$ cat src/rtl/config_serial_loader_pkg.sv
// Shared definitions for the configuration serial loader: frame geometry,
// FSM state encoding and the assembled frame layout.
`timescale 1ns/1ps
package config_serial_loader_pkg;

  localparam int unsigned FRAME_BITS = 18;
  localparam int unsigned ADR_W      = 2;
  localparam int unsigned DAT_W      = 16;
  localparam int unsigned MUX_W      = 6;
  localparam int unsigned CNT_W      = 5;

  // Bit counter: a valid frame holds exactly CNT_FULL bits; the counter
  // stops at CNT_SAT so overlong frames stay distinguishable from valid ones.
  localparam logic [CNT_W-1:0] CNT_FULL = 5'd18;
  localparam logic [CNT_W-1:0] CNT_SAT  = 5'd19;

  localparam logic [2:0] ST_IDLE   = 3'd0;
  localparam logic [2:0] ST_SHIFT  = 3'd1;
  localparam logic [2:0] ST_SETUP  = 3'd2;
  localparam logic [2:0] ST_STROBE = 3'd3;
  localparam logic [2:0] ST_HOLD   = 3'd4;

  typedef struct packed {
    logic [ADR_W-1:0] adr;
    logic [DAT_W-1:0] dat;
  } frame_t;

  // A write is being issued in any of the three bank-facing phases.
  function automatic logic is_busy_state(input logic [2:0] st);
    return (st == ST_SETUP) || (st == ST_STROBE) || (st == ST_HOLD);
  endfunction

endpackage

$ cat src/rtl/cfg_sync_edge.sv
// Synchronizer chain for one asynchronous input with single-cycle rise/fall
// pulses derived from the synchronized level.
`timescale 1ns/1ps
module cfg_sync_edge
  import config_serial_loader_pkg::*;
#(
  parameter int unsigned STAGES  = 2,
  parameter logic        RST_VAL = 1'b0
) (
  input  logic clk_i,
  input  logic rst_n_i,
  input  logic d_i,
  output logic q_o,
  output logic rise_o,
  output logic fall_o
);

  logic [STAGES-1:0] sync_q, sync_d;
  logic              prev_q, prev_d;

  // Next state of the chain and the delayed copy used for edge detection.
  always_comb begin
    sync_d = {sync_q[STAGES-2:0], d_i};
    prev_d = sync_q[STAGES-1];
  end

  // Synchronizer and edge-history flops.
  always_ff @(posedge clk_i or negedge rst_n_i) begin
    if (!rst_n_i) begin
      sync_q <= {STAGES{RST_VAL}};
      prev_q <= RST_VAL;
    end else begin
      sync_q <= sync_d;
      prev_q <= prev_d;
    end
  end

  assign q_o    = sync_q[STAGES-1];
  assign rise_o =  q_o & ~prev_q;
  assign fall_o = ~q_o &  prev_q;

endmodule

$ cat src/rtl/config_serial_loader.sv
// Serial front end writing the 4x16 configuration register bank.
// Oversamples cs_n/sclk/sdi, assembles an 18-bit {adr,dat} frame and issues
// a write with SETUP_CYC/STROBE_CYC/HOLD_CYC framing around reg_wr_o.
// Optional readback of mux_i on sdo_o: define CFG_LOADER_READBACK_EN.
`timescale 1ns/1ps
module config_serial_loader
  import config_serial_loader_pkg::*;
#(
  parameter int unsigned SYNC_STAGES = 2,
  parameter int unsigned SETUP_CYC   = 2,
  parameter int unsigned STROBE_CYC  = 4,
  parameter int unsigned HOLD_CYC    = 2
) (
  input  logic              clk_i,
  input  logic              rst_n_i,
  input  logic              cs_n_i,
  input  logic              sclk_i,
  input  logic              sdi_i,
  output logic              sdo_o,
  input  logic [MUX_W-1:0]  mux_i,
  output logic              reg_wr_o,
  output logic [ADR_W-1:0]  reg_adr_o,
  output logic [DAT_W-1:0]  reg_dat_o,
  output logic              busy_o,
  output logic              frame_err_o
);

  localparam int unsigned MAX_AB  = (SETUP_CYC > STROBE_CYC) ? SETUP_CYC : STROBE_CYC;
  localparam int unsigned MAX_CYC = (MAX_AB > HOLD_CYC) ? MAX_AB : HOLD_CYC;
  localparam int unsigned TMR_W   = (MAX_CYC > 1) ? $clog2(MAX_CYC) : 1;

  localparam logic [TMR_W-1:0] SETUP_LAST  = TMR_W'(SETUP_CYC - 1);
  localparam logic [TMR_W-1:0] STROBE_LAST = TMR_W'(STROBE_CYC - 1);
  localparam logic [TMR_W-1:0] HOLD_LAST   = TMR_W'(HOLD_CYC - 1);

  logic cs_lvl, cs_rise, cs_fall;
  logic sclk_lvl, sclk_rise, sclk_fall;
  logic sdi_s, sdi_rise, sdi_fall;

  cfg_sync_edge #(.STAGES(SYNC_STAGES), .RST_VAL(1'b1)) u_sync_cs (
    .clk_i (clk_i), .rst_n_i (rst_n_i), .d_i (cs_n_i),
    .q_o (cs_lvl), .rise_o (cs_rise), .fall_o (cs_fall)
  );

  cfg_sync_edge #(.STAGES(SYNC_STAGES), .RST_VAL(1'b0)) u_sync_sclk (
    .clk_i (clk_i), .rst_n_i (rst_n_i), .d_i (sclk_i),
    .q_o (sclk_lvl), .rise_o (sclk_rise), .fall_o (sclk_fall)
  );

  // Only the synchronized level of sdi is consumed; its edge outputs are left
  // dangling and trimmed away.
  cfg_sync_edge #(.STAGES(SYNC_STAGES), .RST_VAL(1'b0)) u_sync_sdi (
    .clk_i (clk_i), .rst_n_i (rst_n_i), .d_i (sdi_i),
    .q_o (sdi_s), .rise_o (sdi_rise), .fall_o (sdi_fall)
  );

  logic [2:0]            state_q, state_d;
  logic [CNT_W-1:0]      cnt_q, cnt_d;
  logic [FRAME_BITS-1:0] shift_q, shift_d;
  logic [TMR_W-1:0]      tmr_q, tmr_d;
  logic [ADR_W-1:0]      adr_q, adr_d;
  logic [DAT_W-1:0]      dat_q, dat_d;
  logic                  wr_q, wr_d;
  logic                  err_q, err_d;
  logic                  blocked_q, blocked_d;
  frame_t                frame_w;
  logic                  busy_w;

  assign frame_w = frame_t'(shift_q);
  assign busy_w  = is_busy_state(state_q);

  // Frame capture and write sequencing FSM.
  always_comb begin
    state_d   = state_q;
    cnt_d     = cnt_q;
    shift_d   = shift_q;
    tmr_d     = tmr_q;
    adr_d     = adr_q;
    dat_d     = dat_q;
    wr_d      = wr_q;
    err_d     = 1'b0;
    blocked_d = blocked_q;

    case (state_q)
      ST_IDLE: begin
        if (cs_fall) begin
          state_d   = ST_SHIFT;
          cnt_d     = '0;
          shift_d   = '0;
          blocked_d = 1'b0;
        end else if (cs_rise && blocked_q) begin
          // End of a frame that began during a write: reject, never write.
          err_d     = 1'b1;
          blocked_d = 1'b0;
        end
      end
      ST_SHIFT: begin
        if (cs_rise) begin
          if (cnt_q == CNT_FULL) begin
            state_d = ST_SETUP;
            adr_d   = frame_w.adr;
            dat_d   = frame_w.dat;
            tmr_d   = '0;
          end else begin
            state_d = ST_IDLE;
            err_d   = 1'b1;
          end
        end else if (sclk_rise) begin
          shift_d = {shift_q[FRAME_BITS-2:0], sdi_s};
          if (cnt_q != CNT_SAT) cnt_d = cnt_q + 5'd1;
        end
      end
      ST_SETUP: begin
        if (tmr_q == SETUP_LAST) begin
          state_d = ST_STROBE;
          wr_d    = 1'b1;
          tmr_d   = '0;
        end else begin
          tmr_d = tmr_q + 1'b1;
        end
      end
      ST_STROBE: begin
        if (tmr_q == STROBE_LAST) begin
          state_d = ST_HOLD;
          wr_d    = 1'b0;
          tmr_d   = '0;
        end else begin
          tmr_d = tmr_q + 1'b1;
        end
      end
      ST_HOLD: begin
        if (tmr_q == HOLD_LAST) begin
          state_d = ST_IDLE;
          tmr_d   = '0;
        end else begin
          tmr_d = tmr_q + 1'b1;
        end
      end
      default: begin
        state_d = ST_IDLE;
        wr_d    = 1'b0;
        tmr_d   = '0;
      end
    endcase

    // Frames opened while a write is in flight are tracked outside the
    // state encoding so their close can land in either busy or IDLE.
    if (busy_w) begin
      if (cs_fall) begin
        blocked_d = 1'b1;
      end else if (cs_rise && blocked_q) begin
        err_d     = 1'b1;
        blocked_d = 1'b0;
      end
    end
  end

  // FSM, datapath and output registers; reset aborts any write in progress.
  always_ff @(posedge clk_i or negedge rst_n_i) begin
    if (!rst_n_i) begin
      state_q   <= ST_IDLE;
      cnt_q     <= '0;
      shift_q   <= '0;
      tmr_q     <= '0;
      adr_q     <= '0;
      dat_q     <= '0;
      wr_q      <= 1'b0;
      err_q     <= 1'b0;
      blocked_q <= 1'b0;
    end else begin
      state_q   <= state_d;
      cnt_q     <= cnt_d;
      shift_q   <= shift_d;
      tmr_q     <= tmr_d;
      adr_q     <= adr_d;
      dat_q     <= dat_d;
      wr_q      <= wr_d;
      err_q     <= err_d;
      blocked_q <= blocked_d;
    end
  end

  assign reg_wr_o    = wr_q;
  assign reg_adr_o   = adr_q;
  assign reg_dat_o   = dat_q;
  assign busy_o      = busy_w;
  assign frame_err_o = err_q;

`ifdef CFG_LOADER_READBACK_EN
  logic [MUX_W-1:0] mux_q, mux_d;

  // Snapshot of the observation bus, shifted out MSB first on sclk falls.
  always_comb begin
    mux_d = mux_q;
    if ((state_q == ST_IDLE) && cs_fall) begin
      mux_d = mux_i;
    end else if ((state_q == ST_SHIFT) && sclk_fall) begin
      mux_d = {mux_q[MUX_W-2:0], 1'b0};
    end
  end

  // Readback shift register.
  always_ff @(posedge clk_i or negedge rst_n_i) begin
    if (!rst_n_i) mux_q <= '0;
    else          mux_q <= mux_d;
  end

  assign sdo_o = (state_q == ST_SHIFT) & mux_q[MUX_W-1];

  logic unused_sig;
  assign unused_sig = ^{cs_lvl, sclk_lvl, sdi_rise, sdi_fall};
`else
  assign sdo_o = 1'b0;

  logic unused_sig;
  assign unused_sig = ^{cs_lvl, sclk_lvl, sdi_rise, sdi_fall, sclk_fall, mux_i};
`endif

endmodule

$ cat config.mk
export PLATFORM = sky130hd
export DESIGN_NAME = config_serial_loader
export DESIGN_NICKNAME = d
export VERILOG_FILES = /design/src/rtl/config_serial_loader_pkg.sv /design/src/rtl/cfg_sync_edge.sv /design/src/rtl/config_serial_loader.sv
export SDC_FILE = /design/constraint.sdc
export NUM_CORES = 1
export LEC_CHECK = 0
export ABC_CLOCK_PERIOD_IN_PS = 2100
export BUFFER_PORTS_ARGS = -buffer_cell sky130_fd_sc_hd__buf_2
export CAP_MARGIN = 10
export CORE_MARGIN = 2
export CORE_UTILIZATION = 52
export DETAILED_ROUTE_END_ITERATION = 8
export PLACE_DENSITY = 0.73
export SYNTH_ARGS = -nofsm -noshare
export SYNTH_HDL_FRONTEND = slang
export SYNTH_SLANG_ARGS = --single-unit
$ cat constraint.sdc
create_clock -name clk_i -period 2.1 [get_ports clk_i]
set_input_delay 0.21 -clock clk_i [delete_from_list [all_inputs] [get_ports clk_i]]
set_output_delay 0.21 -clock clk_i [all_outputs]
set_load 0.05 [all_outputs]
# Yosys cells after proc, flatten, opt, wreduce, memory -nomap -nowiden
# Cells that the tools add are included.
# classes
reduce_logical,13
eq_ne,17
bitwise_logic,8
n_mux,38
add_sub_neg,2
# op_table
operator,n
18-bit two-way mux,3
18-bit case mux with 2 select lines,1
5-bit two-way mux,4
1-bit two-way mux,15
3-bit two-way mux,5
3-bit case mux with 5 select lines,1
"2-bit inequality test, second input constant",6
2-bit two-way mux,5
5-bit case mux with 2 select lines,1
5-bit AND reduction,2
3-bit AND reduction,3
2-bit case mux with 4 select lines,1
"3-bit by 2-bit == test with 1-bit output, second input constant",2
"2-bit by 1-bit inequality test with 1-bit output, second input constant",3
"5-bit by 1-bit adder with 5-bit output, second input constant",1
"5-bit == test, second input constant",1
"5-bit inequality test, second input constant",1
1-bit NOT,5
4-bit AND reduction,1
1-bit bitwise AND,3
"3-bit by 1-bit == test with 1-bit output, second input constant",1
"3-bit == test, second input constant",1
3-bit zero test,1
1-bit case mux with 3 select lines,1
other kinds (9),10
# word_totals
word_cells,92
input_bits,11
reg_bits,57

# Logic depth before layout (Yosys ltp)
# depth
word_depth,9
ltp_mapped,7
ltp_nobuf,6

# Cells and area by module
# From an unflattened synthesis, not the netlist that was laid out.
# hier_totals
cells_unflattened,233
hier_area_um2,2667.6
# modules_own_cells
module,area_each_um2,cells_each,instances,seq_area_each_um2
config_serial_loader,2393.5,218,1,1226.2
cfg_sync_edge (u_sync_sclk ...),90.1,5,2,75.1
cfg_sync_edge (u_sync_cs),93.8,5,1,78.8

# Least setup slack after synthesis
# OpenSTA, ideal clock, no wires.
# synth_timing
kind,register -> register
start,reg cnt_q[0]
end,"reg dat_q[10], in the netlist reg_dat_o[10]"
path_stages_with_launch,8
slack_ps,359
n_path_buf,1
setup_time_ps,125
arrival_ps,1616
path_cell_list,dfrtp_1 inv_1 ha_1 and4bb_2 nor2b_1 nand2_4 buf_6 mux2_4
# synth_between
elab_chain_cells,2
# synth_lines
element,line_no,text
start: declaration,config_serial_loader.sv:58,"logic [CNT_W-1:0] cnt_q, cnt_d;"
start signal: assignment,config_serial_loader.sv:172,cnt_q <= cnt_d;
5-bit == test,config_serial_loader.sv:99,if (cnt_q == CNT_FULL) begin
3-bit AND reduction (no line),--,
end signal: assignment,config_serial_loader.sv:176,dat_q <= dat_d;
end: declaration,config_serial_loader.sv:62,"logic [DAT_W-1:0] dat_q, dat_d;"
# No other way between the ends.
# A chain may end at the register's enable or synchronous reset.

# Worst setup path in the final report
# layout_timing
start,reg cnt_q[0]
end,"reg dat_q[3], in the netlist reg_dat_o[3]"
# The elaborated chain is that of the path after synthesis.

==> run_results.csv <==
group,metric,value,unit
run_status,outcome,"complete, no violations",
route,route.detailed.drc,0,
grt,grt_pass1_vias,1554,
sta,setup_tns,0,ps
synthesis,ys_top_cells_by_area,"dfrtp_1 53%, a21bo_2 7.0%, mux2_4 5.9%, mux2_2 4.8%, nand4_1 4.4%",
grt,overflow,0,
sta,min_period,1860,ps
finish,syn_to_final_growth,17.0,%
die,placementRows,25,
synthesis,synth-edff-count,0,
critical_path,crit_type,"flip-flop to flip-flop",
critical_path,cpPeakStageDelay,420,ps
grt,grt_max_degree,58,
power_and_ir_drop,power_density,768,mW/mm²
critical_path,critPathBufInv,1,
finish,layout-drive-gt1-share,0.382,
sta,setup_viol,0,
synthesis,yosysWarnings,0,
sta,finalHoldViolations,0,
finish,num-nets-final,257,
synthesis,ys_seq_area_frac,0.558,
die,ios,33,
die,die_w,74.2,µm
finish,fin_cells,313,
placement,place_area,0.00280,mm²
placement,io_buffers,25,
power_and_ir_drop,power_leakage,1.57,nW
clocking,clk_latency,330,ps
synthesis,syn_nets,220,
clocking,htreeDepth,3,
clocking,cts_tree,"built",
clocking,cts_inserted_buffers,9,
power_and_ir_drop,total_power,2.30,mW
hold_path,hp-class,"input port to async pin",
critical_path,cp_data_arrival_time,2070,ps
sta,fin_crit_sh,0.884,
route,first_pass_iters,4,
placement,dpl.hpwl,2830,µm
clocking,numClockSinks,57,
synthesis,synth_cells,204,
die,die_height,74.2,µm
grt,grt_usage,0.172,
critical_path,required,2310,ps
critical_path,cpMaxStageDelayCell,"dfrtp_1",
clocking,clockBufferDepth,2,
sta,holdWs,16.4,ps
synthesis,ys_ff_latch,57,
route,routed_wl,4220,µm
clocking,cts-root-buf,"clkbuf_8",
synthesis,syn_avg_cell_area,12.6,µm²
die,initial_core_util,0.543,
sta,worstMarginPinSlew,692,ps
die,die-area,0.00551,mm²
synthesis,async_reset_ff_frac,1.00,
sta,skew,6.28,ps
critical_path,path_max_fanout,18,
route,postRouteAntennaNets,0,
sta,rsz0062_at_grt,"no",
finish,antennaDiodeCount,0,
placement,dp_cells,294,
sta,fmax,539,MHz
placement,gp_congestion,0.781,
synthesis,synth_area_leader_cell,"dfrtp_1",
grt,antenna_found_initial,0,
route,via_count,1680,
clocking,path_clk_slew,60,ps
critical_path,cp_top_family,"simple AND/OR/NAND/NOR gates",
die,coreArea,0.00472,mm²
route,drtIter0Drc,84,
power_and_ir_drop,ir_drop,596,µV
critical_path,critical_path_depth,6,
finish,design_area,0.00300,mm²
sta,finalWorstSetupSlack,244,ps
critical_path,endpoint_kind,"flip-flop",
critical_path,crit_chain,"inv_1 -> ha_1 -> and4bb_2 -> nor2b_1 -> nand2_4 -> mux2_4",
critical_path,worstSetupStartpointType,"flip-flop",
synthesis,netlist_area,0.00256,mm²
route,wl_per_cell,13.5,µm
placement,pre_cts_ws,232,ps
critical_path,r2r_cells,6,
grt,grt_pass1_wl,6900,µm
sta,finalMaxSlewViolations,0,
synthesis,ys.flop_type,"dfrtp_1",
finish,fin_util,0.635,
job,drv_cap,0,
route,vias_per_cell,5.37,
synthesis,ys_types,40,
sta,slew_headroom,0.539,
synthesis,netlist.area_leader.share,0.527,
## synthesized netlist by cell type, types with 2 or more instances
master    count
dfrtp_1      54
a21bo_2      18
nand4_1      18
nand2_1      14
mux2_2       11
mux2_4       10
inv_1         6
nand2b_1      6
clkbuf_1      5
ha_1          5
nand3_1       5
nor2_1        5
a21oi_1       4
buf_2         4
mux2i_1       4
o21ai_0       4
dfstp_2       3
nor2b_1       3
and3_1        2
nor4b_1       2
o22ai_1       2
## cell families after synthesis
family	Yosys count	synth area share
other cells	1	0.00146
fa+ha+maj	6	0.0283
mux	25	0.122
flops	57	0.558
buf+inv	18	0.0327
compound gates	35	0.115
simple gates	62	0.143
## state kept, by name, indices dropped and copies added (netlist names), 2 cells and up
| signal | count |
|---|---|
| cnt_q | 5 |
| tmr_q | 2 |
| frame_w | 18 |
| u_sync_sdi.sync_q | 2 |
| reg_adr_o | 2 |
| u_sync_cs.sync_q | 2 |
| state_q | 3 |
| reg_dat_o | 16 |
| u_sync_sclk.sync_q | 2 |
## layer usage
layer,vias up,global-route usage,wire length (µm)
met5,-,0,0
met4,0,0.117,90
met3,9,0.0528,177
met2,35,0.271,2030
met1,828,0.203,1920
li1,808,-,-
## layout by cell type, fill, tap and decap left out, types with 5 or more instances in the layout
| master | count |
|---|---|
| mux2_4 | 10 |
| nand4_1 | 18 |
| nand2_1 | 14 |
| mux2_2 | 11 |
| buf_4 | 8 |
| nand2b_1 | 6 |
| buf_2 | 25 |
| inv_1 | 6 |
| a21bo_2 | 18 |
| nor2_1 | 5 |
| dfrtp_1 | 54 |
| ha_1 | 5 |
| nand3_1 | 5 |
| clkbuf_8 | 11 |
## final cells by class
class / count / area (µm²)
fill: 361 / 1720
sequential: 57 / 1430
multi-input combinational: 129 / 1050
timing repair buffer: 37 / 235
clock buffer: 14 / 163
tap: 67 / 83.8
inverter: 7 / 26.3
clock inverter: 2 / 12.5
## power breakdown
group	switching [mW]	leakage, nW	total [mW]	internal, mW
registers	0.0513	0.768	1.20	1.15
clock network	0.391	0.0867	0.882	0.491
logic	0.130	0.713	0.221	0.0904
## worst paths after layout
check                                                  endpoint  slack (ps)                            start
max in group asynchronous       u_sync_sclk.sync_q[0]$_DFF_PN0_        1630                          rst_n_i
min in group clk_i              u_sync_sclk.sync_q[1]$_DFF_PN0_         350  u_sync_sclk.sync_q[0]$_DFF_PN0_
worst max-delay path                   reg_dat_o[3]$_DFFE_PN0P_         240             cnt_q[0]$_DFFE_PN0P_
worst min-delay path                     frame_w[8]$_DFFE_PN0P_          20                          rst_n_i
worst max register to register         reg_dat_o[3]$_DFFE_PN0P_         240             cnt_q[0]$_DFFE_PN0P_
worst min register to register  u_sync_sclk.sync_q[1]$_DFF_PN0_         350  u_sync_sclk.sync_q[0]$_DFF_PN0_
## what timing repair did
item,4_1_cts,5_1_grt
gates resized for setup,0,0
hold buffers,3,0
buffers inserted,0,0
endpoints found under the hold margin,3,0
Note: power is estimated with default switching activity, not from simulation.
